File: config.mk
export PLATFORM = sky130hd
export DESIGN_NAME = mux2to1
export DESIGN_NICKNAME = d
export VERILOG_FILES = /design/src/rtl/mux_pkg.sv /design/src/rtl/sat_counter.sv /design/src/rtl/mux2to1.sv
export SDC_FILE = /design/constraint.sdc
export NUM_CORES = 1
export LEC_CHECK = 0
export CORE_MARGIN = 1
export CORE_UTILIZATION = 35
export DETAILED_ROUTE_END_ITERATION = 12
export GPL_TIMING_DRIVEN = 0
export MAX_ROUTING_LAYER = met4
export PLACE_DENSITY = 0.68
export SKIP_LAST_GASP = 1
export SYNTH_ARGS = -nofsm -noshare
export SYNTH_HDL_FRONTEND = slang
export SYNTH_SLANG_ARGS = --single-unit
File: constraint.sdc
create_clock -name i_clk -period 2.3 [get_ports i_clk]
set_input_delay 0.575 -clock i_clk [delete_from_list [all_inputs] [get_ports i_clk]]
set_output_delay 0.575 -clock i_clk [all_outputs]
set_load 0.01 [all_outputs]
File: src/rtl/mux_pkg.sv
// Shared definitions for the mux2to1 slice: default sizes and select encoding.
package mux_pkg;

    localparam int unsigned DEF_WIDTH = 1;
    localparam int unsigned DEF_CNT_W = 8;

    typedef enum logic {
        SEL_A = 1'b0,
        SEL_B = 1'b1
    } sel_e;

endpackage : mux_pkg

File: src/rtl/sat_counter.sv
// Saturating up-counter with synchronous clear (priority) and increment enable.
module sat_counter #(
    parameter int unsigned W = 8
) (
    input  logic         clk,
    input  logic         rst_n,
    input  logic         clr,
    input  logic         inc,
    output logic [W-1:0] cnt,
    output logic         sat
);

    // Held at all-ones once reached; clear wins over increment.
    always_ff @(posedge clk or negedge rst_n) begin
        if (!rst_n) begin
            cnt <= '0;
        end else if (clr) begin
            cnt <= '0;
        end else if (inc && !sat) begin
            cnt <= cnt + W'(1);
        end
    end

    // Saturation flag follows the count directly.
    always_comb begin
        sat = &cnt;
    end

endmodule : sat_counter

File: src/rtl/mux2to1.sv
// 2-to-1 mux: combinational output, registered copy and select-toggle counter.
// Optional macro MUX2TO1_SEL_SYNC_EN: two-flop synchroniser on the select
// feeding the registered path and toggle counter (o_Z always uses raw i_sel).
module mux2to1
    import mux_pkg::*;
#(
    parameter int unsigned WIDTH = DEF_WIDTH,
    parameter int unsigned CNT_W = DEF_CNT_W
) (
    input  logic             i_clk,
    input  logic             i_rst_n,
    input  logic [WIDTH-1:0] i_A,
    input  logic [WIDTH-1:0] i_B,
    input  logic             i_sel,
    input  logic             i_clr,
    output logic [WIDTH-1:0] o_Z,
    output logic [WIDTH-1:0] o_Z_q,
    output logic             o_sel_q,
    output logic [CNT_W-1:0] o_sw_cnt,
    output logic             o_sw_sat
);

    sel_e             sel_eff;
    sel_e             sel_q;
    logic [WIDTH-1:0] z_q;
    logic             toggle;

    // Raw conditional keeps standard X-merge behaviour when i_sel is unknown.
    assign o_Z = i_sel ? i_B : i_A;

`ifdef MUX2TO1_SEL_SYNC_EN
    logic [1:0] sel_sync;

    // Two-flop synchroniser on the select input.
    always_ff @(posedge i_clk or negedge i_rst_n) begin
        if (!i_rst_n) begin
            sel_sync <= '0;
        end else begin
            sel_sync <= {sel_sync[0], i_sel};
        end
    end

    // Effective select is the synchronised copy.
    always_comb begin
        sel_eff = sel_e'(sel_sync[1]);
    end
`else
    // Effective select is the raw input.
    always_comb begin
        sel_eff = sel_e'(i_sel);
    end
`endif

    // Registered mux output and select; sel_q also serves as the previous select.
    always_ff @(posedge i_clk or negedge i_rst_n) begin
        if (!i_rst_n) begin
            z_q   <= '0;
            sel_q <= SEL_A;
        end else begin
            sel_q <= sel_eff;
            z_q   <= (sel_eff == SEL_B) ? i_B : i_A;
        end
    end

    // A toggle is any edge where the effective select differs from last cycle's.
    always_comb begin
        toggle = (sel_eff != sel_q);
    end

    assign o_Z_q   = z_q;
    assign o_sel_q = sel_q;

    sat_counter #(
        .W (CNT_W)
    ) u_sw_cnt (
        .clk   (i_clk),
        .rst_n (i_rst_n),
        .clr   (i_clr),
        .inc   (toggle),
        .cnt   (o_sw_cnt),
        .sat   (o_sw_sat)
    );

endmodule : mux2to1

==> impl_metrics.prom, run 1 <==
# TYPE chip_impl_metric gauge
chip_impl_metric{name="final.min_clock_period",unit="ns"} 2.09
chip_impl_metric{name="place.detailed.instances",unit=""} 78
chip_impl_metric{name="vdd.ir_drop.worst",unit="uV"} 271
chip_impl_info{name="root_buffer",value="clkbuf_4"} 1
chip_impl_metric{name="ys_async_sr_fraction",unit=""} 1.00
chip_impl_info{name="tritoncts",value="built"} 1
chip_impl_metric{name="gr-usage-met3",unit=""} 0.114
chip_impl_info{name="setup.worst_path.end_class",value="primary output"} 1
chip_impl_metric{name="fin_crit_sh",unit=""} 0.910
chip_impl_info{name="critPathKind",value="in2out"} 1
chip_impl_metric{name="setup_ws",unit="ns"} 0.207
chip_impl_metric{name="die_height",unit="um"} 39.9
chip_impl_metric{name="viasPerCell",unit=""} 4.96
chip_impl_metric{name="hold_viol_final",unit=""} 0
chip_impl_metric{name="drcViolationCount",unit=""} 0
chip_impl_metric{name="timing.final.setup_violations",unit=""} 0
chip_impl_metric{name="final-instance-count-excl-fill",unit=""} 83
chip_impl_info{name="startpoint_type_of_the_worst_setup_path",value="input port"} 1
chip_impl_metric{name="layout.cell_area.non_filler",unit="sq um"} 722
chip_impl_metric{name="skew",unit="ns"} 0.00712
chip_impl_metric{name="via_count_of_the_routed_design",unit=""} 412
chip_impl_info{name="critical-path-slowest-cell",value="clkdlybuf4s50_1"} 1
chip_impl_metric{name="grt_use_met2",unit=""} 0.198
chip_impl_metric{name="drt_pre_antenna_iters",unit=""} 4
chip_impl_metric{name="antenna_cells",unit=""} 0
chip_impl_metric{name="final_max_slew_viol_count",unit=""} 0
chip_impl_metric{name="yosysTopAreaCellShare",unit=""} 0.499
chip_impl_metric{name="cts.clk_slew.worst_paths",unit="ns"} 0.06
chip_impl_metric{name="rrSetupSlack",unit="ns"} 0.53
chip_impl_metric{name="cp_max_fo",unit=""} 2
chip_impl_metric{name="holdPathStages",unit=""} 1
chip_impl_metric{name="cts_inserted_buffers",unit=""} 3
chip_impl_metric{name="detailedRoute.firstIterationViolations",unit=""} 3
chip_impl_metric{name="io_pins",unit=""} 18
chip_impl_metric{name="whs",unit="ns"} 0.542
chip_impl_metric{name="total_leakage_power",unit="nW"} 0.332
chip_impl_metric{name="area_delta_synth_final",unit="%"} 43.9
chip_impl_metric{name="port-buffer-count",unit=""} 16
chip_impl_info{name="rsz_0062_raised_after_global_routing",value="false"} 1
chip_impl_info{name="crit_chain",value="clkdlybuf4s50_1 -> mux2_2 -> dlygate4sd2_1"} 1
chip_impl_info{name="critical_path.reg2reg.startpoint",value="u_sw_cnt.cnt[1]"} 1
chip_impl_metric{name="dp_hpwl",unit="um"} 724
chip_impl_metric{name="netlist_instances",unit=""} 47
chip_impl_metric{name="grt_util_met1",unit=""} 0.197
chip_impl_metric{name="max_slew_margin",unit=""} 0.694
chip_impl_metric{name="synth_cell_area",unit="sq um"} 502
chip_impl_metric{name="ys_ff_latch",unit=""} 10
chip_impl_info{name="timing.rr.end",value="u_sw_cnt.cnt[7]"} 1
chip_impl_metric{name="track_usage",unit=""} 0.163
chip_impl_metric{name="worst_slew_pin_slew",unit="ns"} 0.458
chip_impl_metric{name="cell_depth_of_the_worst_flop_to_flop_path",unit=""} 6
chip_impl_metric{name="start_util",unit=""} 0.381
chip_impl_metric{name="grt_pass1_wl",unit="um"} 1500
chip_impl_metric{name="synth_enable_flop_cells",unit=""} 0
chip_impl_metric{name="detail_route.wirelength",unit="um"} 1020
chip_impl_metric{name="die_width",unit="um"} 39.9
chip_impl_metric{name="route.detailed.wl_per_inst",unit="um"} 12.3
chip_impl_metric{name="grt_start_max_net_pins",unit=""} 11
chip_impl_metric{name="yosysWarningCount",unit=""} 0
chip_impl_metric{name="final_core_utilization",unit=""} 0.548
chip_impl_info{name="netlist.top_cell.by_area",value="dfrtp_1"} 1
chip_impl_metric{name="power.density",unit="nW/um^2"} 514
chip_impl_metric{name="synth.yosys.seq_area_share",unit=""} 0.499
chip_impl_metric{name="synth_fp_nets",unit=""} 54
chip_impl_metric{name="layout.nets",unit=""} 77
chip_impl_metric{name="cts_max_path_buffers",unit=""} 2
chip_impl_metric{name="synth_cell_types",unit=""} 21
chip_impl_info{name="cpLargestDelayFamily",value="buffers and inverters"} 1
chip_impl_metric{name="floorplan.rows",unit=""} 13
chip_impl_metric{name="gpl.final_weighted_congestion",unit=""} 0.706
chip_impl_metric{name="synthesized_area_per_cell",unit="sq um"} 10.7
chip_impl_info{name="hold_path.startpoint",value="i_sel"} 1
chip_impl_metric{name="maxCapViolCount",unit=""} 0
chip_impl_info{name="ys_dominant_reg_cell",value="dfrtp_1"} 1
chip_impl_metric{name="maxClockFrequency",unit="MHz"} 478
chip_impl_info{name="outcome",value="finished, final reports clean"} 1
chip_impl_info{name="worstHoldEndpoint",value="o_sel_q"} 1
chip_impl_info{name="synth.top_cells.by_area",value="dfrtp_1 50%, xor2_1 7.0%, nor2_1 6.0%"} 1
chip_impl_metric{name="clk_latency",unit="ns"} 0.26
chip_impl_metric{name="postCtsHoldBufs",unit=""} 0
chip_impl_metric{name="antenna_found_initial",unit=""} 0
chip_impl_metric{name="post_route_antenna_net_violation_count",unit=""} 0
chip_impl_metric{name="htree_levels",unit=""} 1
chip_impl_metric{name="cts_sinks",unit=""} 10
chip_impl_metric{name="dpl_cell_area",unit="sq um"} 681
chip_impl_metric{name="timing.critical_path.slowest_cell_delay",unit="ns"} 0.39
chip_impl_metric{name="grt_overflow_total",unit=""} 0
chip_impl_info{name="hold_class",value="in2reg"} 1
chip_impl_metric{name="first_global_vias",unit=""} 319
chip_impl_metric{name="dpl_worst_slack",unit="ns"} -0.246
chip_impl_metric{name="core_area",unit="sq um"} 1320
chip_impl_metric{name="critical_path_rt",unit="ns"} 1.73
chip_impl_info{name="gr-max-usage-layer",value="met2"} 1
chip_impl_metric{name="worst_ep_arrival_time",unit="ns"} 1.52
chip_impl_metric{name="design.die.area",unit="sq um"} 1590
chip_impl_metric{name="layout-drive-gt1-share",unit=""} 0.132
chip_impl_metric{name="crit_buf_inv",unit=""} 2
==> cells in the final DEF (no fill, tap or decap), drive strengths merged, types with 2 or more instances in the layout <==
cell | Yosys | layout
buf | 1 | 3
clkbuf | 0 | 3
clkdlybuf4s50 | 0 | 13
dfrtp | 10 | 10
dlymetal6s2s | 0 | 2
mux2 | 2 | 2
mux2i | 2 | 2
nand2 | 3 | 3
nand3 | 2 | 2
nand4 | 2 | 2
nor2 | 8 | 8
o211ai | 2 | 2
xor2 | 5 | 5
==> Yosys cell counts (2+ instances only) <==
cell type,instances
o211ai_1,2
nor2_1,8
mux2i_1,2
nand2_1,3
mux2_2,2
nand4_1,2
nand3_1,2
xor2_1,4
dfrtp_1,10
==> registers in the layout, indices dropped and copies added, names as in the netlist <==
name and count:
u_sw_cnt.cnt 8, o_Z_q 1, o_sel_q 1
==> worst max-delay path by stage <==
stage | slack (ns) | depth (start not counted) | start | endpoint
2_1_floorplan | 0.63 | 5 | u_sw_cnt.cnt[0] | u_sw_cnt.cnt[7]
3_3_place_gp | -0.24 | 3 | i_sel | o_Z
3_5_place_dp | -0.25 | 3 | i_sel | o_Z
4_1_cts | -0.05 | 3 | i_sel | o_Z
5_1_grt | 0.16 | 3 | i_B | o_Z
6_report | 0.21 | 3 | i_A | o_Z
==> what timing repair did <==
item / CTS / global route
pin swaps: 0 / 0
gates resized for setup: 1 / 2
setup buffers: 2 / 0
setup endpoints to repair: 2 / 2
==> cells by family (layout without fill, tap and decap cells) <==
logic type | count (synthesis) | in the layout | synth area share
flops | 10 | 10 | 0.499
buf+inv | 2 | 23 | 0.0149
compound gates | 5 | 5 | 0.0723
xor+xnor | 5 | 5 | 0.102
fa+ha+maj | 1 | 1 | 0.0249
mux | 4 | 4 | 0.0848
simple gates | 20 | 20 | 0.202
==> area by class of cell <==
| class | count | area, sq um |
|---|---|---|
| Sequential cell | 10 | 250 |
| Clock buffer | 3 | 22.5 |
| Multi-Input combinational cell | 35 | 244 |
| Timing Repair Buffer | 18 | 179 |
| Inverter | 1 | 3.75 |
| Buffer | 1 | 3.75 |
| Fill cell | 123 | 596 |
| Tap cell | 15 | 18.8 |
==> metal layers <==
layer,vias up,routed length [um]
met5,-,0
met4,0,19
met3,2,89
met2,16,425
met1,185,483
li1,209,-
==> report_power, final <==
| group | internal (mW) | switching, mW | leakage (nW) |
|---|---|---|---|
| sequential | 0.184 | 0.00657 | 0.134 |
| clock | 0.0603 | 0.0559 | 0.0138 |
| combinational | 0.0340 | 0.0310 | 0.185 |
==> metrics by stage <==
stage               TNS [ns]  power, mW
floorplan                  0      0.221
global placement      -0.262      0.255
detailed placement    -0.281      0.256
CTS                  -0.0473      0.380
global route               0      0.396
finish                     0      0.371
No activity file was read; power rests on OpenSTA's default activity.
==> inputs of run 2 (changes only) <==
CAP_MARGIN = 10   (was default)
==> results of run 2 <==
Final layout, timing and power as in run 1 (identical DEF).
==> inputs of run 3 (changes only) <==
ABC_CLOCK_PERIOD_IN_PS = 2300   (was default)
==> results of run 3 <==
Final layout, timing and power as in run 1 (identical DEF).
